File: src/rtl/matrix_result_streamer_pkg.sv
// Shared constants for the matrix result streamer and its index counter.
// Holds the matrix geometry, the element width, the streamer state encoding
// and a helper that pulls one element out of the packed row-major matrix.
package matrix_result_streamer_pkg;

   localparam int WIDTH_BIT = 2;
   localparam int WIDTH     = 1 << WIDTH_BIT;
   localparam int DATA_W    = 32;
   localparam int IDX_W     = WIDTH_BIT;
   localparam int CELLS     = WIDTH * WIDTH;
   localparam int FLAT_W    = 2 * IDX_W;
   localparam int MAT_W     = CELLS * DATA_W;

   typedef enum logic [0:0] {
      ST_IDLE   = 1'b0,
      ST_STREAM = 1'b1
   } state_e;

   // Element [row][col] lives at flat index row*WIDTH+col, i.e. {row,col}.
   // Element 0 occupies the most significant DATA_W bits of the bus.
   function automatic logic [DATA_W-1:0] get_elem(input logic [MAT_W-1:0]  mat,
                                                   input logic [FLAT_W-1:0] idx);
      logic [FLAT_W-1:0] rev;
      rev = FLAT_W'(CELLS - 1) - idx;
      return mat[int'(rev) * DATA_W +: DATA_W];
   endfunction

endpackage

File: src/rtl/matrix_result_streamer_index_counter.sv
// matrix_index_counter: row/column walker over a WIDTH x WIDTH matrix.
// Ports:
//   CLK, RST_n : clock, asynchronous active-low reset
//   clr        : force row=col=0 (wins over en)
//   en         : advance one element in row-major order, wrapping to (0,0)
//   row, col   : current position
//   at_last    : position is [WIDTH-1][WIDTH-1]
module matrix_index_counter
   import matrix_result_streamer_pkg::*;
(
   input  logic             CLK,
   input  logic             RST_n,
   input  logic             clr,
   input  logic             en,
   output logic [IDX_W-1:0] row,
   output logic [IDX_W-1:0] col,
   output logic             at_last
);

   localparam logic [IDX_W-1:0] IDX_MAX = IDX_W'(WIDTH - 1);

   // Row-major position register; IDX_W-bit arithmetic wraps naturally.
   always_ff @(posedge CLK or negedge RST_n) begin
      if (!RST_n) begin
         row <= '0;
         col <= '0;
      end else if (clr) begin
         row <= '0;
         col <= '0;
      end else if (en) begin
         if (col == IDX_MAX) begin
            col <= '0;
            row <= row + IDX_W'(1);
         end else begin
            col <= col + IDX_W'(1);
         end
      end else begin
         row <= row;
         col <= col;
      end
   end

   assign at_last = (row == IDX_MAX) && (col == IDX_MAX);

endmodule

File: src/rtl/matrix_result_streamer.sv
// matrix_result_streamer: captures the processor's WIDTH x WIDTH result
// matrix on a done pulse and replays it row-major, one element per
// valid/ready beat.
// Ports:
//   CLK, RST_n         : clock, asynchronous active-low reset
//   done, result       : capture strobe and packed matrix ([0][0] at MSB)
//   busy               : a captured matrix is still being streamed
//   out_valid/out_ready: beat handshake
//   out_data           : element value, bit-exact
//   out_row, out_col   : element position
//   out_last           : final element of the matrix
//   drop_cnt           : done pulses ignored while busy (saturates at 255)
//   frame_cnt          : matrices fully streamed (wraps)
module matrix_result_streamer
   import matrix_result_streamer_pkg::*;
(
   input  logic              CLK,
   input  logic              RST_n,
   input  logic              done,
   input  logic [MAT_W-1:0]  result,
   output logic              busy,
   output logic              out_valid,
   input  logic              out_ready,
   output logic [DATA_W-1:0] out_data,
   output logic [IDX_W-1:0]  out_row,
   output logic [IDX_W-1:0]  out_col,
   output logic              out_last,
   output logic [7:0]        drop_cnt,
   output logic [15:0]       frame_cnt
);

   state_e             state_r;
   logic [MAT_W-1:0]   snap_r;
   logic               hs_s;
   logic               fin_s;
   logic               capture_s;
   logic               cnt_en_s;
   logic               at_last_s;
   logic [FLAT_W-1:0]  next_idx_s;

   assign hs_s       = out_valid & out_ready;
   assign fin_s      = hs_s & at_last_s;
   // A capture happens from IDLE, or chained onto the last-beat handshake.
   assign capture_s  = done & ((state_r == ST_IDLE) | fin_s);
   // On a last-beat handshake the counter wraps to (0,0) by itself.
   assign cnt_en_s   = hs_s & ~capture_s;
   assign next_idx_s = {out_row, out_col} + FLAT_W'(1);

   matrix_index_counter u_idx (
      .CLK     (CLK),
      .RST_n   (RST_n),
      .clr     (capture_s),
      .en      (cnt_en_s),
      .row     (out_row),
      .col     (out_col),
      .at_last (at_last_s)
   );

   // Stream FSM: snapshot, registered beat outputs and status counters.
   always_ff @(posedge CLK or negedge RST_n) begin
      if (!RST_n) begin
         state_r   <= ST_IDLE;
         snap_r    <= '0;
         busy      <= 1'b0;
         out_valid <= 1'b0;
         out_data  <= '0;
         out_last  <= 1'b0;
         drop_cnt  <= 8'd0;
         frame_cnt <= 16'd0;
      end else begin
         if (capture_s) begin
            // Only a capture ever samples result, so garbage on the bus
            // between done pulses cannot reach the outputs.
            snap_r    <= result;
            out_data  <= get_elem(result, FLAT_W'(0));
            out_valid <= 1'b1;
            busy      <= 1'b1;
            out_last  <= (CELLS == 1) ? 1'b1 : 1'b0;
            state_r   <= ST_STREAM;
         end else begin
            case (state_r)
               ST_IDLE: begin
                  state_r <= ST_IDLE;
               end
               ST_STREAM: begin
                  if (fin_s) begin
                     state_r   <= ST_IDLE;
                     out_valid <= 1'b0;
                     busy      <= 1'b0;
                     out_last  <= 1'b0;
                  end else if (hs_s) begin
                     out_data <= get_elem(snap_r, next_idx_s);
                     out_last <= (next_idx_s == {FLAT_W{1'b1}});
                  end else begin
                     out_data <= out_data;
                  end
               end
               default: begin
                  state_r   <= ST_IDLE;
                  out_valid <= 1'b0;
                  busy      <= 1'b0;
                  out_last  <= 1'b0;
               end
            endcase
         end

         if (fin_s) begin
            frame_cnt <= frame_cnt + 16'd1;
         end else begin
            frame_cnt <= frame_cnt;
         end

         if (done && (state_r == ST_STREAM) && !fin_s && (drop_cnt != 8'hFF)) begin
            drop_cnt <= drop_cnt + 8'd1;
         end else begin
            drop_cnt <= drop_cnt;
         end
      end
   end

endmodule

File: config.mk
export PLATFORM = sky130hd
export DESIGN_NAME = matrix_result_streamer
export DESIGN_NICKNAME = d
export VERILOG_FILES = /design/src/rtl/matrix_result_streamer_pkg.sv /design/src/rtl/matrix_result_streamer_index_counter.sv /design/src/rtl/matrix_result_streamer.sv
export SDC_FILE = /design/constraint.sdc
export NUM_CORES = 1
export LEC_CHECK = 0
export CAP_MARGIN = 20
export CORE_ASPECT_RATIO = 1.1
export CORE_UTILIZATION = 51
export DETAILED_ROUTE_END_ITERATION = 16
export GPL_TIMING_DRIVEN = 0
export PLACE_DENSITY = 0.81
export REMOVE_ABC_BUFFERS = 1
export SLEW_MARGIN = 20
export SYNTH_ARGS = -nofsm -noshare
export SYNTH_HDL_FRONTEND = slang
export SYNTH_HIERARCHICAL = 1
export SYNTH_SLANG_ARGS = --single-unit
File: constraint.sdc
create_clock -name CLK -period 3.68 [get_ports CLK]
set_clock_uncertainty 0.15 [all_clocks]
set_input_delay 0.92 -clock CLK [delete_from_list [all_inputs] [get_ports CLK]]
set_output_delay 0.92 -clock CLK [all_outputs]
set_load 0.05 [all_outputs]
## Yosys cells after proc, flatten, opt, wreduce, memory -nomap -nowiden

Index checks and enable logic that the tools add are counted.
W data, S select, Z words.

- Register bits: 575
- Bits in latches: 0
- RAM bits: 0
- Memory bits (read-only): 0
- Input port bits: 516
- Output and inout bits: 63
- Word-level logic and storage cells: 63
- Memories: 0

- $add $sub $neg: 6
- Multipliers: 0
- Div/mod/pow operators: 0
- $lt $le $gt $ge: 0
- Equal/unequal tests: 5
- Shifts and indexed selects: 1
- Muxes and demuxes: 20
- Bitwise operators: 7
- Reductions and logical operators: 15

Operators with widths:

| kind | count |
|---|---|
| $shiftx A512 B10 Y32 | 1 |
| $mux W32 | 4 |
| $add A16 B1 Y16 const B | 1 |
| $mux W2 | 6 |
| $reduce_bool A2 Y1 | 5 |
| $mux W1 | 9 |
| $add A8 B1 Y8 const B | 1 |
| $ne A8 B8 Y1 const B | 1 |
| $reduce_and A2 Y1 | 3 |
| $add A2 B1 Y2 const B | 2 |
| $add A4 B1 Y4 const B | 1 |
| $and A1 B1 Y1 | 4 |
| $eq A2 B2 Y1 const B | 2 |
| $eq A4 B4 Y1 const B | 1 |
| $logic_and A1 B1 Y1 | 4 |
| $sub A4 B4 Y4 const A | 1 |
| $reduce_and A3 Y1 | 1 |
| $reduce_bool A3 Y1 | 1 |
| $ne A2 B1 Y1 const B | 1 |
| $not A1 Y1 | 2 |
| $pmux W1 S2 | 1 |
| $logic_not A1 Y1 | 1 |
| $or A1 B1 Y1 | 1 |

## Longest topological paths before layout

Gate-level depths: netlist (run 1).

- Depth in word-level cells: 9
- Gate-level depth with buffers: 11

## Hierarchy

Netlist (run 1), hierarchy kept.

Modules (own cells, without submodules):

| module | instances | cells an instance | area an instance (um^2) |
|---|---|---|---|
| matrix_result_streamer | 1 | 2,891 | 25,784.7 |
| matrix_index_counter | 1 | 18 | 211.5 |

## Worst setup path after synthesis (run 1)

OpenSTA, ideal clock, no wires.

- Path type: register -> register
- From: reg u_idx.col[0]
- To: reg u_idx.col[0]
- Arrival time: 2,674 ps
- Slack: 783 ps
- Stages on the path, launching flop included: 12
- Cell sequence: dfrtp_1 -> ha_1 -> and2_1 -> nand3_2 -> nand2_1 -> nand2_2 -> inv_2 -> buf_4 -> buf_2 -> nor2_1 -> or3b_1 -> a21oi_2

- Word-level cells in the longest chain between the ends: 8

RTL lines:

| item | line | source |
|---|---|---|
| from (decl) | matrix_result_streamer_index_counter.sv:16 | `output logic [IDX_W-1:0] col,` |
| from (signal assigned) | matrix_result_streamer_index_counter.sv:35 | `col <= col + IDX_W'(1);` |
| from (signal assigned) | matrix_result_streamer_index_counter.sv:39 | `col <= col;` |
| $eq A2 B2 Y1 | matrix_result_streamer_index_counter.sv:43 | `assign at_last = (row == IDX_MAX) && (col == IDX_MAX);` |
| $logic_and A1 B1 Y1 | matrix_result_streamer_index_counter.sv:43 |  |
| net at_last_s | matrix_result_streamer.sv:38 | `logic at_last_s;` |
| $and A1 B1 Y1 | matrix_result_streamer.sv:42 | `assign fin_s = hs_s & at_last_s;` |
| $or A1 B1 Y1 | matrix_result_streamer.sv:44 | `assign capture_s = done & ((state_r == ST_IDLE) \| fin_s);` |
| $and A1 B1 Y1 | matrix_result_streamer.sv:44 |  |
| net capture_s | matrix_result_streamer.sv:36 | `logic capture_s;` |
| $not A1 Y1 | matrix_result_streamer.sv:46 | `assign cnt_en_s = hs_s & ~capture_s;` |
| $and A1 B1 Y1 | matrix_result_streamer.sv:46 |  |
| net cnt_en_s | matrix_result_streamer.sv:37 | `logic cnt_en_s;` |
| $reduce_bool A2 Y1 (no line) | -- |  |

The timed path passes the listed nets, and every way through them passes these cells. The select of a mux whose other input is x is not followed.
A chain may end at the register's enable or synchronous reset.

## Worst setup path after layout (run 1)

- From: reg u_idx.col[1]
- To: reg snap_r[144]

- Word-level cells in the longest chain between the ends: 5

RTL lines:

| item | line | source |
|---|---|---|
| $eq A2 B2 Y1 | matrix_result_streamer_index_counter.sv:43 |  |
| $logic_and A1 B1 Y1 | matrix_result_streamer_index_counter.sv:43 |  |
| net at_last_s | matrix_result_streamer.sv:38 |  |
| $and A1 B1 Y1 | matrix_result_streamer.sv:42 |  |
| $or A1 B1 Y1 | matrix_result_streamer.sv:44 |  |
| $and A1 B1 Y1 | matrix_result_streamer.sv:44 |  |
| to (signal assigned) | matrix_result_streamer.sv:74 | `snap_r <= result;` |
| to (decl) | matrix_result_streamer.sv:33 | `logic [MAT_W-1:0] snap_r;` |

The timed path passes the listed nets, and every way through them passes these cells.

==> out/metrics.yaml, run 1 <==
run_status:
  outcome: "complete, no violations"
finish:
  seqCellArea_mm2: 0.0144
  final_cell_mix: "nand2_1 (1586), clkdlybuf4s50_1 (577), dfrtp_1 (574)"
  drive_gt1_share_pct: 4.48
  fill_cells: 3706
  num-nets-final: 3934
  multi_input_area_mm2: 0.0107
  final_common_cell: "nand2_1"
  area_growth_pct: 33.8
clock_network:
  clk_path_buf_depth: 3
  root_buffer: "clkbuf_16"
  cts_sinks: 575
  htreeDepth: 2
  clk_pin_slew_ns: 0.06
  cts_buffers: 57
  ctsHoldBuffers: 0
  clk_latency_ns: 0.61
  cts_tree: "done"
  post-cts-setup-buffers: 0
power_and_ir_drop:
  powerDensity_mw_per_mm2: 700
  ir_drop_mv: 0.712
  finalPower_mw: 24.3
  leakagePower_nw: 17.5
yosys:
  synth_edf_count: 0
  synthAdderAreaFrac_pct: 0.289
  syn_inst: 2909
  syn-cell-area_mm2: 0.0260
  synth.yosys.warnings: 6
  yosys.area.top_type: "dfrtp_1"
  synth-simple-area-share_pct: 26.0
  synth_seq_cells: 575
  syn_area_per_cell_um2: 8.94
  synth_top_family_by_area: "simple AND/OR/NAND/NOR gates"
  seq_area_frac_synth_pct: 55.3
  async_reset_ff_share_pct: 100
  synth_mux_area_share_pct: 9.94
  ys.flop_type: "dfrtp_1"
  synth.distinct_cells: 38
  synth.top_cells.by_area: "dfrtp_1 (55%), nand2_1 (23%), mux2i_1 (9.9%), a22oi_1 (3.7%), nand3_1 (1.4%)"
  yosysTopAreaCellShare_pct: 55.3
  synth_compound_area_share_pct: 4.00
  synth_xor_area_share_pct: 0.842
global_route:
  grt-ovfl-total: 0
  grt_start_max_net_pins: 134
  grt_pass1_wl_um: 123000
  grt_pass1_vias: 23300
  grt_antenna_before_repair: 34
  grtUsageTotal_pct: 30.3
drt:
  viasPerCell: 5.51
  drt_first_pass_iters: 8
  wl_um: 80300
  num_vias: 22900
  postRouteAntennaNets: 0
  routedWlPerCell_um: 19.4
  route.detailed.drc: 0
  drt-initial-drc-count: 2106
floorplanning:
  start_util_pct: 51.7
  die_y_um: 239
  ios: 579
  core-area_mm2: 0.0503
  die_w_um: 217
  rows: 86
  die_area_mm2: 0.0519
worst_setup_path:
  crit_path_top_delay_cell: "dfrtp_1"
  crit_path_max_incr_delay_ns: 0.51
  crit_path_start_kind: "register"
  rr_endpoint: "snap_r[144]"
  reg2reg_from: "u_idx/col[1]"
  cp-endpoint: "snap_r[144]"
  worstRegToRegCells: 10
  cp_max_fo: 102
  startpoint: "u_idx/col[1]"
  crit_type: "reg -> reg"
  cp-end-kind: "register"
  path_cells: "ha_1 -> and2_1 -> nand3_2 -> nand2_2 -> nand2_8 -> inv_8 -> buf_16 -> buf_16 -> nand2_1 -> nand2_1"
  reg2reg_slack_ns: 0.20
  crit_required_ns: 4.07
  worstPathArrival_ns: 3.88
timing:
  slew_violations: 0
  timing.fmax_mhz: 287
  fin_crit_sh_pct: 94.7
  fin_crit_ns: 3.48
  worstMarginPinSlew_ns: 0.749
  hold_viol: 0
  tns_ns: 0
  rsz0062_at_grt: "no"
  finalSetupViolations: 0
  relSlewSlack_pct: 50.0
place:
  dp_hpwl_um: 53500
  gp_congestion: 0.874
  io_buffers: 578
run:
  maxCapViolCount: 0
min_path:
  worstHoldPathType: "in -> async"
[sequential cells by signal, summed over array words and instances, names as in the netlist]
| name | count |
|---|---|
| out_data | 32 |
| drop_cnt | 8 |
| snap_r | 512 |
| u_idx/col | 2 |
| out_last | 1 |
| u_idx/row | 2 |
| out_valid | 1 |
| frame_cnt | 16 |
| state_r | 1 |
[power breakdown]
group | internal (mW) | total (mW) | switching (mW) | leakage [nW]
clock | 3.44 | 5.94 | 2.50 | 0.935
combinational | 4.55 | 10.5 | 6.00 | 9.28
sequential | 7.24 | 7.85 | 0.611 | 7.27
[final cells by class]
class	instances	share of cell area, %
Inverter	3	0.0540
Clock inverter	24	0.752
Clock buffer	81	4.71
Multi-Input combinational cell	2155	30.9
Sequential cell	575	41.4
Antenna cell	31	0.223
Timing Repair Buffer	620	19.6
Tap cell	660	2.37
[cell usage after synthesis (all sizes together) (3+ instances only)]
master     n
a21oi      3
a22oi    128
buf      121
clkbuf    56
dfrtp    575
ha         6
inv        3
mux2i    257
nand2   1588
nand3     76
nand4     37
nor2      10
xnor2     16
xor2       9
[worst min path at each step]
stage           startpoint          end  slack [ns]  cells after the start
4_1_cts              RST_n  snap_r[177]        0.09                      1
3_3_place_gp   snap_r[317]  snap_r[317]        0.31                      2
5_1_grt              RST_n  snap_r[241]        0.12                      1
2_1_floorplan    snap_r[0]    snap_r[0]        0.29                      2
3_5_place_dp   snap_r[179]  snap_r[179]        0.31                      2
6_report             RST_n  snap_r[305]        0.09                      1
[layer usage]
layer  track usage [%]  share of wire (%)  vias up
li1                  -                  -    10400
met1              37.2                 38    11200
met2              50.1                 49      969
met3              6.26                7.7      229
met4              16.7                5.2       10
met5                 0              0.075        -
[worst max-delay path, delay by kind of cell, from the launching register on]
kind / cells / cell delay (ns)
AND/OR/NAND/NOR: 6 / 1.32
buffers and inverters: 3 / 0.97
flip-flops: 1 / 0.51
adder cells (fa/ha/maj): 1 / 0.31
[logic make-up (layout without fill, tap and decap cells)]
family,after synthesis,count (layout)
flops,575,575
other cells,0,31
fa+ha+maj,6,6
xor+xnor,25,25
simple gates,1727,1728
mux,258,258
buf+inv,180,728
compound gates,138,138
[timing repair]
action / 4_1_cts / 5_1_grt
pin swaps: 0 / 1
gates resized for setup: 0 / 2
endpoints found under the setup margin: 31 / 243
cloned: 2 / 2
[per-stage QoR]
stage          area [um2]  hold WS [ns]  setup WS (ns)  utilization [%]  cells
3_3_place_gp        31700         0.307         -22.81             63.0   3970
5_1_grt             34800         0.120         0.0727             69.2   4146
4_1_cts             34700        0.0907         0.0422             69.0   4116
2_1_floorplan       25100         0.295         -11.32                -   2732
6_report            34800        0.0932          0.196             69.2   4149
3_5_place_dp        32700         0.312         -0.346             65.1   4009
No activity file was read; power rests on OpenSTA's default activity.
==> run 2: changes to the inputs <==
Settings changed: SLEW_MARGIN 20 to not set.
==> run 2 against run 1 <==
Utilization decreased by 0.57 points. Wire length is 1.9% higher. Global-route usage increased by 0.55 points. Cell area down 0.82%. Clock-buffer cell count rose by 7. Register-to-register slack better by 0.05 ns. Clock power about the same. Worst setup slack improved by 0.055 ns. Largest cell class unchanged. Highest routed layer unchanged.
==> out/metrics.yaml, run 2 (synthesis results as in run 1) <==
clock_network:
  root_buffer: "clkbuf_16"
  cts_buffers: 57
  clk_latency_ns: 0.62
  clk_path_buf_depth: 3
  clk_pin_slew_ns: 0.07
  cts_tree: "done"
  post-cts-setup-buffers: 0
  cts_sinks: 575
  htreeDepth: 2
global_route:
  grt_antenna_before_repair: 30
  grt_pass1_vias: 23500
  grt_pass1_wl_um: 125000
  grt_start_max_net_pins: 187
  grt-ovfl-total: 0
  grtUsageTotal_pct: 30.9
finish:
  drive_gt1_share_pct: 4.10
  final_area_mm2: 0.0345
  area_growth_pct: 32.7
  regMostFlops: "snap_r"
  num-nets-final: 3924
  final_common_cell: "nand2_1"
  top_regs: "snap_r x512, out_data x32, frame_cnt x16"
  fin_cells: 4131
  finalCoreUtilization_pct: 68.6
  largest_register_ffs: 512
  final_cell_mix: "nand2_1 (1586), clkdlybuf4s50_1 (577), dfrtp_1 (574)"
drt:
  wl_um: 81800
  postRouteAntennaNets: 0
  route.detailed.drc: 0
  num_vias: 22900
  viasPerCell: 5.56
  routedWlPerCell_um: 19.8
  drt_first_pass_iters: 6
  drt-initial-drc-count: 1917
place:
  dp_hpwl_um: 51700
  gp_congestion: 0.874
  dpl_worst_slack_ns: -0.770
  dpl_cell_area_mm2: 0.0324
  io_buffers: 578
  placed_cells: 3997
floorplanning:
  die_area_mm2: 0.0519
  core-area_mm2: 0.0503
  die_y_um: 239
  ios: 579
  start_util_pct: 51.7
  rows: 86
  die_w_um: 217
timing:
  hold_viol: 0
  fin_crit_sh_pct: 93.2
  fin_crit_ns: 3.43
  timing.fmax_mhz: 292
  finalSetupViolations: 0
  tns_ns: 0
  slew_violations: 0
  rsz0062_at_grt: "no"
  fin_ws_ns: 0.251
  worstMarginPinSlew_ns: 1.09
  relSlewSlack_pct: 27.0
run:
  maxCapViolCount: 0
worst_setup_path:
  crit_type: "reg -> reg"
  crit_required_ns: 4.02
  worstPathArrival_ns: 3.77
  crit_path_start_kind: "register"
  cp-end-kind: "register"
  cp_max_fo: 53
min_path:
  worstHoldPathType: "in -> async"
power_and_ir_drop:
  powerDensity_mw_per_mm2: 698
  leakagePower_nw: 17.4
  ir_drop_mv: 0.896
run_status:
  outcome: "complete, no violations"
## run 2: cell count changes in the layout (fill, tap and decap cells not counted), moves of 2 or more
cell / delta
buf_12: +3
buf_16: -10
buf_8: -4
bufinv_16: -3
clkbuf_16: +3
clkbuf_8: +6
clkinv_2: -7
clkinvlp_4: -3
diode_2: -3
inv_6: +3
inv_8: -2
## run 2: through the flow
| step | total power [mW] | hold slack [ns] |
|---|---|---|
| floorplan | 12.6 | 0.295 |
| global placement | 15.0 | 0.307 |
| detailed placement | 18.1 | 0.311 |
| CTS | 24.0 | 0.200 |
| global route | 25.1 | 0.236 |
| finish | 24.1 | 0.176 |
## run 2: what timing repair did
| item | in CTS | in global routing |
|---|---|---|
| gates cloned | 4 | 2 |
| gates resized for setup | 3 | 1 |
| hold buffers | 0 | 0 |
| pin swaps | 1 | 0 |
| setup endpoints to repair | 331 | 150 |
## run 2: path summary, 6_finish.rpt
check	startpoint	end	slack, ns	cells after the start
hold / removal	RST_n	snap_r[241]	0.18	1
min in group CLK	snap_r[149]	snap_r[149]	0.32	2
setup / recovery	u_idx/col[0]	out_data[18]	0.25	9
setup reg to reg	u_idx/col[0]	out_data[18]	0.25	9
hold reg to reg	snap_r[149]	snap_r[149]	0.32	2
max in group asynchronous	RST_n	snap_r[130]	1.50	3
## run 2: cell type report
type                    instances  area, um2
multi-input cells            2156      10800
diodes                         28       70.1
clock buffers                  88       1770
flip-flops and latches        575      14400
repair inverters                1       8.76
clock inverters                12        120
inverters                       3       27.5
repair buffers                608       6530
well taps                     660        826
fillers                      3717      15800
## run 2: critical path, stage by stage, from the launching register on
cell	delay (ns)
dfrtp_2	0.50
inv_1	0.20
ha_4	0.71
buf_16	0.33
buf_16	0.34
buf_16	0.34
mux2i_1	0.27
a22oi_1	0.12
nand3_1	0.09
nand4_1	0.09
## run 2: layer usage
layer  part of all wire [%]  vias up  track usage [%]
li1                       -    10400                -
met1                     37    11200             37.5
met2                     49     1082             50.9
met3                    8.3      252             6.78
met4                    5.2        8             17.5
met5                  0.060        -                0
## run 2: report_power, final
| part | leakage, nW | switching, mW | internal [mW] |
|---|---|---|---|
| clock network | 0.934 | 2.50 | 3.41 |
| logic | 9.16 | 5.98 | 4.32 |
| registers | 7.27 | 0.613 | 7.24 |
==> run 3: changes to the inputs <==
--- a/config.mk
+++ b/config.mk
@@ -8,8 +8,8 @@
 export CAP_MARGIN = 20
 export CORE_ASPECT_RATIO = 1.1
-export CORE_UTILIZATION = 51
+export CORE_UTILIZATION = 50
 export DETAILED_ROUTE_END_ITERATION = 16
 export GPL_TIMING_DRIVEN = 0
-export PLACE_DENSITY = 0.81
+export PLACE_DENSITY = 0.79
 export REMOVE_ABC_BUFFERS = 1
 export SYNTH_ARGS = -nofsm -noshare
--- a/constraint.sdc
+++ b/constraint.sdc
@@ -3,3 +3,3 @@
 set_input_delay 0.92 -clock CLK [delete_from_list [all_inputs] [get_ports CLK]]
 set_output_delay 0.92 -clock CLK [all_outputs]
-set_load 0.05 [all_outputs]
+set_load 0.02 [all_outputs]
==> run 3 against run 2 <==
Combinational power down 4%. Critical path depth up 2. Non-clock buffer count up 5. Clock power up 5.2%. Register-to-register slack worse by 0.04 ns. Sequential cell count unchanged. Cell count up 0.44%. Fmax down 1.3%. Sequential share of layout area down 0.32 points. Worst setup slack worse by 0.043 ns. Critical endpoint is now snap_r[505]. Highest routed layer unchanged.
==> out/metrics.yaml, run 3 (synthesis results as in run 1) <==
finish:
  top_regs: "snap_r x512, out_data x32, frame_cnt x16"
  area_growth_pct: 33.7
  num-nets-final: 3930
  fill_cells: 3882
  drive_gt1_share_pct: 4.48
  final_cell_mix: "nand2_1 (1586), clkdlybuf4s50_1 (577), dfrtp_1 (574)"
  largest_register_ffs: 512
  regMostFlops: "snap_r"
  final_common_cell: "nand2_1"
clock_network:
  clk_path_buf_depth: 3
  cts_sinks: 575
  cts_tree: "done"
  htreeDepth: 2
  root_buffer: "clkbuf_16"
  clk_pin_slew_ns: 0.06
  clk_latency_ns: 0.62
  ctsHoldBuffers: 0
  cts_buffers: 59
drt:
  postRouteAntennaNets: 0
  drt_first_pass_iters: 6
  viasPerCell: 5.55
  wl_um: 83500
  routedWlPerCell_um: 20.1
  route.detailed.drc: 0
  drt-initial-drc-count: 2135
  num_vias: 23000
run_status:
  outcome: "complete, no violations"
timing:
  relSlewSlack_pct: 41.4
  rsz0062_at_grt: "no"
  fin_ws_ns: 0.208
  slew_violations: 0
  timing.fmax_mhz: 288
  hold_slack_ns: 0.0613
  fin_crit_sh_pct: 94.4
  worstMarginPinSlew_ns: 0.876
  fin_crit_ns: 3.47
  hold_viol: 0
  finalSetupViolations: 0
worst_setup_path:
  cp-end-kind: "register"
  worstPathArrival_ns: 3.88
  crit_type: "reg -> reg"
  crit_path_start_kind: "register"
  reg2reg_from: "u_idx/col[1]"
  cp_max_fo: 90
  reg2reg_slack_ns: 0.21
  crit_required_ns: 4.09
  startpoint: "u_idx/col[1]"
floorplanning:
  die_w_um: 219
  rows: 87
  die_y_um: 241
  start_util_pct: 50.7
  ios: 579
  die_area_mm2: 0.0529
  core-area_mm2: 0.0513
global_route:
  grtUsageTotal_pct: 30.5
  grt_pass1_wl_um: 125000
  grt-ovfl-total: 0
  grt_pass1_vias: 23200
  grt_start_max_net_pins: 170
  grt_antenna_before_repair: 22
power_and_ir_drop:
  powerDensity_mw_per_mm2: 689
  ir_drop_mv: 0.696
  leakagePower_nw: 17.5
place:
  dpl_worst_slack_ns: -1.10
  io_buffers: 578
  dp_hpwl_um: 52400
  gp_congestion: 0.867
run:
  maxCapViolCount: 0
min_path:
  worstHoldPathType: "in -> async"
==> run 3: per-stage QoR <==
stage / std cells / TNS, ns / power [mW] / utilization [%] / instance area (um2)
2_1_floorplan: 2732 / -5630.33 / 12.0 / - / 25100
5_1_grt: 4143 / 0 / 24.9 / 67.8 / 34700
6_report: 4149 / 0 / 23.9 / 67.8 / 34800
4_1_cts: 4120 / 0 / 23.8 / 67.5 / 34600
3_5_place_dp: 4005 / -281.10 / 17.5 / 63.3 / 32400
3_3_place_gp: 3977 / - / 14.5 / 61.8 / 31700
==> run 3: path summary, 6_finish.rpt <==
check / endpoint / cells past startpoint
worst max-delay path: snap_r[505] / 11
worst min-delay path: snap_r[241] / 1
worst max register to register: snap_r[505] / 11
worst min register to register: snap_r[37] / 2
max in group asynchronous: snap_r[1] / 4
min in group CLK: snap_r[37] / 2
==> run 3: final cells by class <==
type / instances / area (um2) / area share, %
Antenna cell: 25 / 62.6 / 0.180
Clock buffer: 88 / 1780 / 5.11
Clock inverter: 22 / 250 / 0.720
Inverter: 3 / 27.5 / 0.0792
Multi-Input combinational cell: 2156 / 10800 / 31.0
Sequential cell: 575 / 14400 / 41.4
Tap cell: 667 / 835 / 2.40
Timing Repair Buffer: 613 / 6660 / 19.1
==> run 3: timing repair <==
action / 4_1_cts / 5_1_grt
setup buffers: 0 / 1
setup endpoints to repair: 458 / 180
gates resized for setup: 6 / 1
pin swaps: 1 / 1
gates cloned: 5 / 3
==> run 3: critical path, cell delays in order, from the launching register on <==
cell and delay [ns]:
dfrtp_1 0.48, ha_1 0.31, and2_1 0.30, nand3_2 0.20, nand2_2 0.31, nand2_8 0.22, buf_16 0.29, inv_16 0.26
buf_16 0.31, clkbuf_16 0.32, nand2_1 0.11, nand2_1 0.08
==> run 3: metal layers <==
layer	global-route usage [%]	share of wire, %	vias to the layer above
met3	7.40	8.7	257
met5	0	0.028	-
met1	36.0	37	11300
met4	16.9	5.2	4
li1	-	-	10400
met2	51.2	49	1083
==> run 3: report_power, final <==
| part | internal, mW | switching [mW] | total [mW] | leakage, nW |
|---|---|---|---|---|
| registers | 7.24 | 0.616 | 7.85 | 7.27 |
| clock network | 3.68 | 2.55 | 6.23 | 1.00 |
| logic | 4.37 | 5.48 | 9.85 | 9.23 |
